`config.mk`:
```
export PLATFORM = sky130hd
export DESIGN_NAME = inst_queue_flat
export DESIGN_NICKNAME = d
export VERILOG_FILES = /design/src/rtl/inst_queue_pkg.sv /design/src/rtl/inst_queue_if.sv /design/src/rtl/inst_queue.sv /design/src/flat_wrapper.sv
export SDC_FILE = /design/constraint.sdc
export NUM_CORES = 1
export LEC_CHECK = 0
export ABC_AREA = 0
export BUFFER_PORTS_ARGS = -buffer_cell sky130_fd_sc_hd__buf_4
export CORE_AREA = 10 10 198 200
export DETAILED_ROUTE_END_ITERATION = 8
export DIE_AREA = 0 0 208 210
export PLACE_DENSITY = 0.63
export SYNTH_ARGS = -nofsm -noshare
export SYNTH_HDL_FRONTEND = slang
export SYNTH_SLANG_ARGS = --single-unit
```
`constraint.sdc`:
```
create_clock -name clk -period 3.8 [get_ports clk]
set_input_delay 0.38 -clock clk [delete_from_list [all_inputs] [get_ports clk]]
set_output_delay 0.38 -clock clk [all_outputs]
set_load 0.05 [all_outputs]
```
`src/rtl/inst_queue_pkg.sv`:
```
// Shared fetch-to-decode definitions: bundle width, field offsets and a packing helper.
package inst_queue_pkg;

  localparam int FS_TO_DS_BUS_W = 64;
  localparam int PC_MSB         = 63;
  localparam int PC_LSB         = 32;
  localparam int INST_MSB       = 31;
  localparam int INST_LSB       = 0;

  typedef struct packed {
    logic [PC_MSB-PC_LSB:0]     pc;
    logic [INST_MSB-INST_LSB:0] inst;
  } fs_bundle_t;

  // Pack a pc/inst pair into the flat bus layout used between IF and ID.
  function automatic logic [FS_TO_DS_BUS_W-1:0] mk_bundle(input logic [31:0] pc,
                                                           input logic [31:0] inst);
    fs_bundle_t b;
    b.pc   = pc;
    b.inst = inst;
    return b;
  endfunction

endpackage

```
`src/rtl/inst_queue_if.sv`:
```
// IF -> queue -> ID handshake bundle. The queue takes the slave side; the
// surrounding stages (or a bench) take the master side.
interface inst_queue_if
  import inst_queue_pkg::*;
#(
  parameter int BUS_W = FS_TO_DS_BUS_W,
  parameter int DEPTH = 4,
  parameter int CNT_W = $clog2(DEPTH) + 1
);
  logic             in_valid;
  logic [BUS_W-1:0] in_bus;
  logic             in_allowin;
  logic             out_valid;
  logic [BUS_W-1:0] out_bus;
  logic             out_allowin;
  logic             flush;
  logic [CNT_W-1:0] count;

  modport slave (
    input  in_valid, in_bus, out_allowin, flush,
    output in_allowin, out_valid, out_bus, count
  );

  modport master (
    output in_valid, in_bus, out_allowin, flush,
    input  in_allowin, out_valid, out_bus, count
  );
endinterface

```
`src/rtl/inst_queue.sv`:
```
// Circular FIFO of fetch bundles decoupling IF from ID. Output is a
// combinational read of registered storage, so a push is visible one cycle
// later; in_allowin depends only on occupancy, never on out_allowin.
module inst_queue
  import inst_queue_pkg::*;
#(
  parameter int BUS_W = FS_TO_DS_BUS_W,
  parameter int DEPTH = 4,
  parameter int CNT_W = $clog2(DEPTH) + 1
) (
  input logic         clk,
  input logic         resetn,
  inst_queue_if.slave q
);

  localparam int PTR_W = $clog2(DEPTH);
  localparam logic [CNT_W-1:0] FULL_CNT = CNT_W'(DEPTH);

  logic [BUS_W-1:0] r_mem [DEPTH];
  logic [PTR_W-1:0] r_rd_ptr;
  logic [PTR_W-1:0] r_wr_ptr;
  logic [CNT_W-1:0] r_count;

  logic w_allowin;
  logic w_valid;
  logic w_push;
  logic w_pop;

  assign w_allowin = (r_count != FULL_CNT);
  assign w_valid   = (r_count != '0);
  assign w_push    = q.in_valid & w_allowin & ~q.flush;
  assign w_pop     = w_valid & q.out_allowin & ~q.flush;

  assign q.in_allowin = w_allowin;
  assign q.out_valid  = w_valid;
  assign q.out_bus    = r_mem[r_rd_ptr];
  assign q.count      = r_count;

  // Pointer and occupancy update; flush rewinds everything but leaves entries intact.
  always_ff @(posedge clk or negedge resetn) begin
    if (!resetn) begin
      r_rd_ptr <= '0;
      r_wr_ptr <= '0;
      r_count  <= '0;
    end else if (q.flush) begin
      r_rd_ptr <= '0;
      r_wr_ptr <= '0;
      r_count  <= '0;
    end else begin
      if (w_push) r_wr_ptr <= r_wr_ptr + PTR_W'(1);
      if (w_pop)  r_rd_ptr <= r_rd_ptr + PTR_W'(1);
      case ({w_push, w_pop})
        2'b10:   r_count <= r_count + CNT_W'(1);
        2'b01:   r_count <= r_count - CNT_W'(1);
        default: r_count <= r_count;
      endcase
    end
  end

  // Storage write; reset zeroes every entry so the empty queue shows 0 on out_bus.
  always_ff @(posedge clk or negedge resetn) begin
    if (!resetn) begin
      for (int i = 0; i < DEPTH; i++) r_mem[i] <= '0;
    end else if (w_push) begin
      r_mem[r_wr_ptr] <= q.in_bus;
    end
  end

endmodule

```
`src/flat_wrapper.sv`:
```
// flat-port wrapper written by rule: the top's interface ports become plain ports
module inst_queue_flat import inst_queue_pkg::*;
#(
  parameter int BUS_W = FS_TO_DS_BUS_W,
  parameter int DEPTH = 4,
  parameter int CNT_W = $clog2(DEPTH) + 1
)
  (clk, resetn, q_in_valid, q_in_bus, q_out_allowin, q_flush, q_in_allowin, q_out_valid, q_out_bus, q_count);
  inst_queue_if #(.BUS_W(BUS_W), .DEPTH(DEPTH), .CNT_W(CNT_W)) q_i ();
  input logic clk;
  input logic resetn;
  input wire logic [$bits(q_i.in_valid)-1:0] q_in_valid;
  input wire logic [$bits(q_i.in_bus)-1:0] q_in_bus;
  input wire logic [$bits(q_i.out_allowin)-1:0] q_out_allowin;
  input wire logic [$bits(q_i.flush)-1:0] q_flush;
  output wire logic [$bits(q_i.in_allowin)-1:0] q_in_allowin;
  output wire logic [$bits(q_i.out_valid)-1:0] q_out_valid;
  output wire logic [$bits(q_i.out_bus)-1:0] q_out_bus;
  output wire logic [$bits(q_i.count)-1:0] q_count;
  assign q_i.in_valid = q_in_valid;
  assign q_i.in_bus = q_in_bus;
  assign q_i.out_allowin = q_out_allowin;
  assign q_i.flush = q_flush;
  assign q_in_allowin = q_i.in_allowin;
  assign q_out_valid = q_i.out_valid;
  assign q_out_bus = q_i.out_bus;
  assign q_count = q_i.count;
  inst_queue #(.BUS_W(BUS_W), .DEPTH(DEPTH), .CNT_W(CNT_W)) u_core (.clk(clk), .resetn(resetn), .q(q_i));
endmodule
```
==> flow_summary.json <==
{
  "outcome": "finished clean",
  "synth_seq_cells": 263,
  "setup_tns_ns": 0,
  "worstMarginPinSlew_ns": 0.851,
  "p_per_area_nw_per_um2": 757,
  "relSlewSlack": 0.433,
  "synth_top_area_share": 0.540,
  "r2r_end": "u_core.r_mem[92]$_DFFE_PN0P_",
  "synthTopCellsByArea": "dfrtp_1 (54%), mux2_4 (15%), mux2_2 (13%)",
  "worstRegToRegCells": 5,
  "wl_um": 26400,
  "critPathArrivalTime_ns": 2.45,
  "final_hold_viol_count": 0,
  "numCtsBuffers": 30,
  "reg2reg_setup_slack_ns": 1.27,
  "grt.overflow.total": 0,
  "clock.fmax_mhz": 353,
  "cts_tree": "done",
  "grt.total_usage": 0.121,
  "die_height_um": 210,
  "root_buffer": "clkbuf_16",
  "cp-end-kind": "output pin",
  "vias": 6408,
  "antenna_cells": 0,
  "holdCritPathClass": "in -> reg",
  "crit_required_ns": 3.42,
  "start_util": 0.346,
  "min_period_ns": 2.83,
  "ys_types": 36,
  "nets": 894,
  "syn_nets": 758,
  "drv_slew": 0,
  "ctsResizeCount": 0,
  "grt_max_degree": 106,
  "drt_first_iter_violations": 238,
  "r2r_start": "u_core.q.count[0]$_DFFE_PN0P_",
  "fin_util": 0.419,
  "min_path_cells": 2,
  "fp.coreArea_um2": 35200,
  "min_to": "u_core.r_rd_ptr[0]$_DFFE_PN0P_",
  "dieArea_um2": 43700,
  "globalplace.congestion": 0.709,
  "vdd_drop_max_uv": 520,
  "io_pins": 138,
  "path_clk_slew_ns": 0.06,
  "synth_cells": 684,
  "via_per_inst": 4.91,
  "wl_per_cell_um": 20.2,
  "place_ws_ns": 1.28,
  "layout-drive-gt1-share": 0.633,
  "yosys.area.top_type": "dfrtp_1",
  "antenna_left": 0,
  "port_buffers": 137,
  "area_growth_pct": 21.2,
  "num_rows": 69,
  "antenna_found_initial": 0,
  "dr.pass1.iters": 4,
  "synth_area_per_cell_um2": 17.8,
  "setup_violations": 0,
  "fin_skew_ns": 0.0144,
  "cts_max_path_buffers": 3,
  "min_from": "q_flush",
  "leakage_nw": 6.58,
  "route.detailed.drc": 0,
  "yosysWarnings": 0,
  "ctsHoldBuffers": 1,
  "postCtsSetupRepairBufs": 0,
  "cts_max_level": 1,
  "synth_area_um2": 12200,
  "cp-start-kind": "flop",
  "critPathKind": "reg -> out",
  "period_share": 0.746,
  "clkLatencyLatePin_ns": 0.56,
  "cp_max_fo": 38,
  "cap_violations": 0,
  "die-width_um": 208,
  "worst_slack_ns": 0.966,
  "synth_seq_area_share": 0.540,
  "grt_pass1_vias": 7335,
  "grt_pass1_wl_um": 43300,
  "clock_sinks": 263,
  "rsz0062_at_grt": "no",
  "hpwl_um": 16300
}
==> layout by cell type, fill, tap and decap left out, drive strengths merged <==
cell and count:
xnor2 2, o31ai 1, mux2 256, a31oi 2, and4bb 1, or3 1, and3 2, inv 8
a21oi 5, buf 149, nand2b 1, nor3b 1, o21ai 3, dlygate4sd3 1, fa 1, o311ai 2
o21a 2, clkbuf 41, nand3b 3, and2b 1, mux4 64, o2111ai 1, dfrtp 263, nor3 1
nand3 5, clkinv 5, a2111oi 2, xor2 2, clkinvlp 1, ha 4, or3b 1, nor2 5
bufinv 7
==> worst max-delay path, cell delays in order (launching register included) <==
cell and delay (ns):
dfrtp_2 0.89, buf_12 0.32, mux4_2 0.41, buf_4 0.22
==> final cells by class <==
type,instances,area [um2]
Timing Repair Buffer,150,1240
Fill cell,3210,20500
Multi-Input combinational cell,369,5180
Sequential cell,263,6590
Tap cell,461,577
Clock inverter,15,272
Clock buffer,41,883
Inverter,6,22.5
==> flip-flops by register name, indices dropped and copies added (netlist names) <==
register,count
u_core.r_wr_ptr,2
u_core.q.count,3
u_core.r_rd_ptr,2
u_core.r_mem,256
==> stage by stage <==
step,area [um2],hold WS (ns),std cells,total power [W]
after floorplan,12200,0.0844,684,0.00698
after global placement,13600,0.482,1248,0.00789
after detailed placement,13600,0.488,1248,0.00795
after CTS,14800,0.0332,1305,0.0113
after global routing,14800,0.0408,1305,0.0117
final,14800,0.0631,1305,0.0112
==> Yosys cell counts, drive strengths merged <==
cell type  instances
or3                1
and4bb             1
o2111ai            1
mux4              64
buf               36
fa                 1
nand3              5
nor3               1
nor2               5
mux2             256
nor3b              1
xor2               2
a31oi              2
ha                 4
dfrtp            263
o31ai              1
and2b              1
o21ai              3
inv                6
o311ai             2
a21oi              5
o21a               2
or3b               1
clkbuf            10
a2111oi            2
and3               2
nand2b             1
nand3b             3
xnor2              2
==> layer usage <==
metal / up-vias / track usage / wire length, um
met5: - / 0 / 0
li1: 2829 / - / -
met4: 0 / 0.0295 / 507
met3: 43 / 0.0373 / 1780
met1: 3401 / 0.166 / 12400
met2: 135 / 0.184 / 11700
==> power by group <==
| part | switching [W] | internal, W | total (W) | leakage, nW |
|---|---|---|---|---|
| Clock | 0.00120 | 0.00210 | 0.00330 | 0.564 |
| Combinational | 0.00186 | 0.00186 | 0.00372 | 2.71 |
| Sequential | 0.000486 | 0.00367 | 0.00415 | 3.31 |
| Total | 0.00354 | 0.00764 | 0.0112 | 6.58 |
==> logic make-up after synthesis <==
group,synth area share
buf+inv,0.0361
compound gates,0.00976
mux,0.392
xor+xnor,0.00288
flops,0.540
fa+ha+maj,0.00575
simple gates,0.0129
==> how the worst max path moves through the flow <==
stage / start / endpoint / slack (ns) / cells after the start
floorplan: u_core.q.count[0]$_DFFE_PN0P_ / u_core.q.count[2]$_DFFE_PN0P_ / 1.49 / 7
global placement: u_core.q.count[0]$_DFFE_PN0P_ / u_core.r_mem[95]$_DFFE_PN0P_ / 1.36 / 5
detailed placement: u_core.q.count[0]$_DFFE_PN0P_ / u_core.r_mem[159]$_DFFE_PN0P_ / 1.28 / 5
CTS: u_core.r_rd_ptr[1]$_DFFE_PN0P_ / q_out_bus[48] / 0.91 / 3
global route: u_core.r_rd_ptr[1]$_DFFE_PN0P_ / q_out_bus[48] / 0.87 / 3
finish: u_core.r_rd_ptr[1]$_DFFE_PN0P_ / q_out_bus[48] / 0.97 / 3
(Power assumes the default switching activity.)
